==> src/rtl/pipe_scroller_if.sv <==
// pipe_scroller_if
// Bundles the frame/run controls into the scroller and the scroll/score
// results going out to the VGA renderer.
//   vsync         : active-low vsync from the renderer; a falling edge marks a frame
//   start, crash  : run control levels (start/restart, collision detected)
//   pipe_pos      : scroll offset, 0..SPAN-1
//   pipe_array0/1 : gap tops of the near and far pipes
//   current_score : pipes cleared, saturating
//   score_pulse   : one-clock strobe on each score increment
//   running       : high while the game is running
// modport master : the scroller itself. modport slave : the renderer/environment.
interface pipe_scroller_if;
    logic       vsync;
    logic       start;
    logic       crash;
    logic [8:0] pipe_pos;
    logic [7:0] pipe_array0;
    logic [7:0] pipe_array1;
    logic [3:0] current_score;
    logic       score_pulse;
    logic       running;

    modport master (
        input  vsync, start, crash,
        output pipe_pos, pipe_array0, pipe_array1, current_score, score_pulse, running
    );

    modport slave (
        output vsync, start, crash,
        input  pipe_pos, pipe_array0, pipe_array1, current_score, score_pulse, running
    );
endinterface

==> src/rtl/pipe_scroller.sv <==
// pipe_scroller
// Scrolls the pipe field once per video frame, recycles pipes when the scroll
// offset spans one pipe spacing, draws new gap heights from a free-running
// LFSR and counts pipes cleared by the bird. Runs in the 25 MHz pixel clock.
//   dclk : pixel clock
//   clr  : asynchronous active-high reset
//   bus  : pipe_scroller_if.master (vsync/start/crash in, scroll/score out)
module pipe_scroller #(
    parameter int unsigned SPAN      = 345,
    parameter int unsigned SPEED     = 2,
    parameter int unsigned PASS_POS  = 256,
    parameter int unsigned GAP_MAX   = 200,
    parameter int unsigned SCORE_MAX = 15,
    parameter logic [7:0]  SEED      = 8'hA5
) (
    input  logic            dclk,
    input  logic            clr,
    pipe_scroller_if.master bus
);
    localparam logic [9:0] SPAN_W   = 10'(SPAN);
    localparam logic [9:0] SPEED_W  = 10'(SPEED);
    localparam logic [9:0] PASS_W   = 10'(PASS_POS);
    localparam logic [7:0] GAP_W    = 8'(GAP_MAX);
    localparam logic [3:0] SCORE_W  = 4'(SCORE_MAX);
    localparam logic [8:0] POS_RST  = 9'd0;
    localparam logic [7:0] ARR0_RST = 8'd100;
    localparam logic [7:0] ARR1_RST = 8'd60;
    localparam logic [3:0] SCR_RST  = 4'd0;

    typedef enum logic [1:0] {
        IDLE = 2'd0,
        RUN  = 2'd1,
        HALT = 2'd2
    } state_t;

    // Fibonacci LFSR, polynomial x^8+x^6+x^5+x^4+1 (maximal length, so a
    // nonzero seed can never reach the all-zero lockup state).
    function automatic logic [7:0] lfsr_step(input logic [7:0] v);
        return {v[6:0], v[7] ^ v[5] ^ v[4] ^ v[3]};
    endfunction

    // Folds the 0..255 LFSR value into the legal gap range 0..GAP_MAX.
    function automatic logic [7:0] gap_of(input logic [7:0] v);
        return (v > GAP_W) ? (v - GAP_W) : v;
    endfunction

    state_t     state_r, state_s;
    logic [7:0] lfsr_r;
    logic       vsync_d_r;
    logic       tick_r;
    logic [9:0] sum_s;
    logic [8:0] pos_r, pos_s;
    logic [7:0] arr0_r, arr0_s;
    logic [7:0] arr1_r, arr1_s;
    logic [3:0] score_r, score_s;
    logic       pulse_r, pulse_s;
    logic       running_r, running_s;

    // Frame tick: registered falling-edge detect of vsync, plus the free-running LFSR.
    always_ff @(posedge dclk or posedge clr) begin
        if (clr) begin
            vsync_d_r <= 1'b1;
            tick_r    <= 1'b0;
            lfsr_r    <= SEED;
        end else begin
            vsync_d_r <= bus.vsync;
            tick_r    <= vsync_d_r & ~bus.vsync;
            lfsr_r    <= lfsr_step(lfsr_r);
        end
    end

    // FSM state register.
    always_ff @(posedge dclk or posedge clr) begin
        if (clr) begin
            state_r <= IDLE;
        end else begin
            state_r <= state_s;
        end
    end

    // Next state and next output values; IDLE forces reset values, HALT freezes.
    always_comb begin
        state_s = state_r;
        pos_s   = pos_r;
        arr0_s  = arr0_r;
        arr1_s  = arr1_r;
        score_s = score_r;
        pulse_s = 1'b0;
        sum_s   = {1'b0, pos_r} + SPEED_W;
        case (state_r)
            IDLE: begin
                pos_s   = POS_RST;
                arr0_s  = ARR0_RST;
                arr1_s  = ARR1_RST;
                score_s = SCR_RST;
                if (bus.start) begin
                    state_s = RUN;
                end else begin
                    state_s = IDLE;
                end
            end
            RUN: begin
                // crash wins over a same-cycle tick: no advance on the crash clock
                if (bus.crash) begin
                    state_s = HALT;
                end else if (tick_r) begin
                    state_s = RUN;
                    if (sum_s >= SPAN_W) begin
                        // far pipe slides into the near slot at the same screen x
                        pos_s  = 9'(sum_s - SPAN_W);
                        arr0_s = arr1_r;
                        arr1_s = gap_of(lfsr_r);
                    end else begin
                        pos_s = sum_s[8:0];
                        if (({1'b0, pos_r} < PASS_W) && (sum_s >= PASS_W)) begin
                            score_s = (score_r >= SCORE_W) ? SCORE_W : (score_r + 4'd1);
                            pulse_s = 1'b1;
                        end else begin
                            score_s = score_r;
                        end
                    end
                end else begin
                    state_s = RUN;
                end
            end
            HALT: begin
                if (bus.start) begin
                    state_s = IDLE;
                    pos_s   = POS_RST;
                    arr0_s  = ARR0_RST;
                    arr1_s  = ARR1_RST;
                    score_s = SCR_RST;
                end else begin
                    state_s = HALT;
                end
            end
            default: begin
                state_s = IDLE;
                pos_s   = POS_RST;
                arr0_s  = ARR0_RST;
                arr1_s  = ARR1_RST;
                score_s = SCR_RST;
            end
        endcase
        running_s = (state_s == RUN);
    end

    // Registered outputs.
    always_ff @(posedge dclk or posedge clr) begin
        if (clr) begin
            pos_r     <= POS_RST;
            arr0_r    <= ARR0_RST;
            arr1_r    <= ARR1_RST;
            score_r   <= SCR_RST;
            pulse_r   <= 1'b0;
            running_r <= 1'b0;
        end else begin
            pos_r     <= pos_s;
            arr0_r    <= arr0_s;
            arr1_r    <= arr1_s;
            score_r   <= score_s;
            pulse_r   <= pulse_s;
            running_r <= running_s;
        end
    end

    assign bus.pipe_pos      = pos_r;
    assign bus.pipe_array0   = arr0_r;
    assign bus.pipe_array1   = arr1_r;
    assign bus.current_score = score_r;
    assign bus.score_pulse   = pulse_r;
    assign bus.running       = running_r;
endmodule

==> src/flat_wrapper.sv <==
// flat-port wrapper written by rule: the top's interface ports become plain ports
module pipe_scroller_flat 
#(
    parameter int unsigned SPAN      = 345,
    parameter int unsigned SPEED     = 2,
    parameter int unsigned PASS_POS  = 256,
    parameter int unsigned GAP_MAX   = 200,
    parameter int unsigned SCORE_MAX = 15,
    parameter logic [7:0]  SEED      = 8'hA5
)
  (dclk, clr, bus_vsync, bus_start, bus_crash, bus_pipe_pos, bus_pipe_array0, bus_pipe_array1, bus_current_score, bus_score_pulse, bus_running);
  pipe_scroller_if bus_i ();
  input  logic dclk;
  input  logic clr;
  input wire logic [$bits(bus_i.vsync)-1:0] bus_vsync;
  input wire logic [$bits(bus_i.start)-1:0] bus_start;
  input wire logic [$bits(bus_i.crash)-1:0] bus_crash;
  output wire logic [$bits(bus_i.pipe_pos)-1:0] bus_pipe_pos;
  output wire logic [$bits(bus_i.pipe_array0)-1:0] bus_pipe_array0;
  output wire logic [$bits(bus_i.pipe_array1)-1:0] bus_pipe_array1;
  output wire logic [$bits(bus_i.current_score)-1:0] bus_current_score;
  output wire logic [$bits(bus_i.score_pulse)-1:0] bus_score_pulse;
  output wire logic [$bits(bus_i.running)-1:0] bus_running;
  assign bus_i.vsync = bus_vsync;
  assign bus_i.start = bus_start;
  assign bus_i.crash = bus_crash;
  assign bus_pipe_pos = bus_i.pipe_pos;
  assign bus_pipe_array0 = bus_i.pipe_array0;
  assign bus_pipe_array1 = bus_i.pipe_array1;
  assign bus_current_score = bus_i.current_score;
  assign bus_score_pulse = bus_i.score_pulse;
  assign bus_running = bus_i.running;
  pipe_scroller #(.SPAN(SPAN), .SPEED(SPEED), .PASS_POS(PASS_POS), .GAP_MAX(GAP_MAX), .SCORE_MAX(SCORE_MAX), .SEED(SEED)) u_core (.dclk(dclk), .clr(clr), .bus(bus_i));
endmodule
==> config.mk <==
export PLATFORM = sky130hd
export DESIGN_NAME = pipe_scroller_flat
export DESIGN_NICKNAME = d
export VERILOG_FILES = /design/src/rtl/pipe_scroller_if.sv /design/src/rtl/pipe_scroller.sv /design/src/flat_wrapper.sv
export SDC_FILE = /design/constraint.sdc
export NUM_CORES = 1
export LEC_CHECK = 0
export ABC_AREA = 1
export BUFFER_PORTS_ARGS = -buffer_cell sky130_fd_sc_hd__buf_4
export CELL_PAD_IN_SITES_DETAIL_PLACEMENT = 0
export CELL_PAD_IN_SITES_GLOBAL_PLACEMENT = 2
export CORE_ASPECT_RATIO = 0.8
export CORE_MARGIN = 4
export CORE_UTILIZATION = 31
export CTS_BUF_LIST = sky130_fd_sc_hd__clkbuf_16
export CTS_CLUSTER_DIAMETER = 30
export CTS_CLUSTER_SIZE = 24
export DETAILED_ROUTE_END_ITERATION = 10
export GPL_TIMING_DRIVEN = 0
export HOLD_SLACK_MARGIN = 0.1
export PLACE_DENSITY = 0.82
export SETUP_SLACK_MARGIN = 0.3
export SYNTH_ARGS = -nofsm -noshare
export SYNTH_HDL_FRONTEND = slang
export SYNTH_SLANG_ARGS = --single-unit
==> constraint.sdc <==
create_clock -name dclk -period 1.85 [get_ports dclk]
set_input_delay 0.2775 -clock dclk [delete_from_list [all_inputs] [get_ports dclk]]
set_output_delay 0.2775 -clock dclk [all_outputs]
set_load 0.05 [all_outputs]
==> out/qor.csv <==
stage,metric,value,unit
cells_and_area,share of cells above drive strength 1,50.3,%
routing,Metal-1 WL,3210,um
timing,min Tclk post-route,1.90,ns
floorplanning,width of the die,106,um
cts,CTS sink count,43,
setup_path,WP data required,2.03,ns
synth,xor/xnor share of the synthesized area,2.57,%
power,power per cell area,1250,mW/mm2
timing,Final Worst Setup Slack,-0.0458,ns
setup_path,slowest CP cell,dfrtp_4,
cells_and_area,n_diodes,0,
timing,Hold WS,0.115,ns
setup_path,worst path cell trace,ha_4 > nand2_8 > nor2_4 > nand2_2 > nand2_2 > nand2_4 > nand2_4 > nor2_4 > nand2_4 > nand3_4 > nand2_8 > buf_8 > nand2_2 > nand2_1,
synth,Synth Area in Adders,3.14,%
cells_and_area,final net count,356,
routing,DRC viols,0,
placement,I/O Buffers,35,
power,internal power,2.46,mW
synth,mean post-synth cell area,8.69,um2
cells_and_area,fillers,699,
grt,vias in the first global route,1953,
grt,pin count of the biggest net entering global routing,31,
power,Sw Share,43.3,%
placement,GP Congestion,0.740,
power,highest ir drop seen on vdd,0.638,mV
cells_and_area,FF+latch area,0.00110,mm2
synth,area of the mapped netlist,0.00239,mm2
flow_run,maxcap violations,0,
grt,initial antenna violation count,0,
grt,total track usage,13.5,%
routing,Routed met3 length,221,um
synth,largest family of logic cells by synthesized area,simple AND/OR/NAND/NOR gates,
grt,first-pass GRT wire length,9870,um
cells_and_area,final core utilization,46.4,%
cts,CTS buffer count,5,
routing,highest routed layer,met4,
power,Pleak,1.67,nW
cts,TritonCTS clock tree,done,
timing,"Hold Vio Cnt, Final",0,
routing,drt first pass iters,4,
timing,relative slew slack,66.1,%
synth,Netlist cell types,32,
timing,period utilization,102,%
routing,routed length on met2,2520,um
power,Sequential Power Share,30.0,%
cts,Worst-Skew Late Latency,0.28,ns
floorplanning,core area,0.00746,mm2
synth,"Seq/Total Area, Yosys",45.7,%
setup_path,Worst Setup End Kind,register,
floorplanning,Die Y,86.5,um
synth,post-synthesis instance total,275,
cts,H-tree levels,2,
synth,mux contribution to synthesized area,0,%
setup_path,CP Launch Type,register,
setup_path,worst reg-to-reg setup slack,-0.05,ns
floorplanning,Core Rows,28,
timing,fmax,527,MHz
run_status,failing checks,setup timing,
synth,synthesized net count,286,
timing,Final setup viols,21,
cells_and_area,Area Growth Syn to Fin,45.0,%
cells_and_area,footprint of the multi-input gates,0.00140,mm2
synth,Async SR Flop Fraction,100,%
floorplanning,I/O pin count,36,
routing,"antenna viol nets, final",0,
cts,Root Buffer,clkbuf_16,
routing,vias,2031,
setup_path,crit path kind,reg2reg,
routing,vias per cell,4.50,
run_status,status,finished with violations,
grt,Overflow after GRT,0,
cells_and_area,most frequent cells in the layout,"nand2_1, buf_4, nand2_2, inv_1, dfrtp_1",
power,sw power,1.87,mW
timing,Layout Skew,0.0120,ns
cts,clock-pin transition on the worst setup and hold timing paths,0.06,ns
timing,RSZ-0062 raised after global routing,yes,
timing,Worst-Margin Slew,0.509,ns
cts,CTS Buffer Depth,2,
setup_path,worst endpoint data arrival time,2.07,ns
synth,Ys Warns,0,
power,clock power share,19.6,%
synth,Seq cells post-synth,43,
floorplanning,Initial Util,32.0,%
placement,dpl hpwl,4060,um
setup_path,largest stage delay on the critical path,0.52,ns
floorplanning,DIE AREA,0.00918,mm2
synth,"Primary FF master, synth",dfrtp_1,
synth,Synth Area in Compound Gates,10.1,%
hold_path,Hold Crit Class,in2reg,
routing,DRT Wirelength,5990,um
synth,Synth Area in Simple Gates,33.3,%
power,Gate power share,50.4,%
routing,wire length per cell,13.3,um
routing,initial drt markers,73,
synth,"EDFF count, synth",0,
placement,Setup WS pre-CTS,-0.177,ns
setup_path,Critical Path Fanout Max,8,
timing,fin. max-slew vios,0,
-- layout make-up --
cell class,instances,area share (%)
well taps,105,3.79
clock inverters,3,0.361
inverters,26,2.82
multi-input cells,203,40.5
repair buffers,63,15.8
flip-flops and latches,43,31.9
plain buffers,3,1.23
clock buffers,5,3.61
-- flip-flops by register name, summed over array words and instances, names as in the netlist --
signal                    count
u_core.bus.pipe_array0        8
u_core.bus.running            1
u_core.tick_r                 1
u_core.lfsr_r                 8
u_core.state_r                2
u_core.bus.pipe_pos           9
u_core.bus.current_score      4
u_core.bus.pipe_array1        8
u_core.bus.score_pulse        1
u_core.vsync_d_r              1
-- path summary, 6_finish.rpt --
check / startpoint / to / depth (start not counted)
worst max-delay path: u_core.bus.pipe_pos[1]$_DFFE_PP0P_ / u_core.bus.pipe_array1[0]$_DFFE_PP0P_ / 14
worst min-delay path: bus_vsync / u_core.vsync_d_r$_DFF_PP1_ / 1
worst max register to register: u_core.bus.pipe_pos[1]$_DFFE_PP0P_ / u_core.bus.pipe_array1[0]$_DFFE_PP0P_ / 14
worst min register to register: u_core.lfsr_r[0]$_DFF_PP1_ / u_core.lfsr_r[1]$_DFF_PP0_ / 0
max in group asynchronous: clr / u_core.lfsr_r[0]$_DFF_PP1_ / 4
min in group asynchronous: clr / u_core.bus.running$_DFF_PP0_ / 3
-- worst max-delay path, delay by kind of cell, from the launching register on --
kind                     cells  cell delay [ns]
AND/OR/NAND/NOR             12             0.89
flip-flops                   1             0.52
adder cells (fa/ha/maj)      1             0.20
buffers and inverters        1             0.17
-- metrics by stage --
step	std cells	TNS [ns]	total power, mW	cell area, um2
floorplan	275	-0.448	2.57	2440
global route	451	-3.61	4.56	3460
CTS	445	-1.28	4.22	3310
global placement	415	-9.03	3.00	2830
finish	451	-0.681	4.33	3460
detailed placement	416	-4.09	3.03	2850
-- power by group through the flow --
stage / clock network, mW / logic, mW / registers, mW
3_3_place_gp: 0 / 1.69 / 1.31
2_1_floorplan: 0 / 0.866 / 1.70
4_1_cts: 0.862 / 2.06 / 1.30
3_5_place_dp: 0 / 1.71 / 1.31
6_report: 0.848 / 2.18 / 1.30
5_1_grt: 0.911 / 2.33 / 1.32
-- cell usage after synthesis, types with 2 or more instances --
master    instances  share of area [%]
dfrtp_1          31                 32
xor2_1            3                1.1
o21ai_1           2               0.42
nor2_1           14                2.2
nor3_1            2               0.42
o21ai_2           9                3.3
a211oi_1          2               0.63
nand3_2           3                1.3
xnor2_1           4                1.5
nand2_4           6                2.8
dfstp_2          12                 13
nand4_1           2               0.52
o21ai_0          10                2.1
buf_6             2               0.94
a21oi_1           8                1.7
nand2_1          79                 12
inv_1            25                3.9
nand2_2          13                3.4
nor2_2            2               0.52
nor2_8            3                2.5
nand3_1          25                5.2
a21oi_2           2               0.73
ha_1              6                3.1
nor2_4            2               0.94
-- what timing repair did --
| action | in CTS | in global routing |
|---|---|---|
| hold endpoints to repair | 6 | 0 |
| setup buffers | 19 | 6 |
| gates cloned | 1 | 0 |
| endpoints found under the setup margin | 30 | 30 |
| gates resized for setup | 29 | 32 |
| pin swaps | 13 | 25 |
| hold buffers | 1 | 0 |
-- layer usage --
metal	vias up	track usage, %
met1	953	20.2
met2	34	19.6
met3	5	2.98
li1	1039	-
met5	-	0
met4	0	3.41
-- cells by family after synthesis --
logic type,count (synthesis)
flip-flops,43
buffers and inverters,29
AND/OR/NAND/NOR,153
XOR/XNOR,7
AO/OA/AOI/OAI,37
adder cells (fa/ha/maj),6
Note: power is estimated with default switching activity, not from simulation.
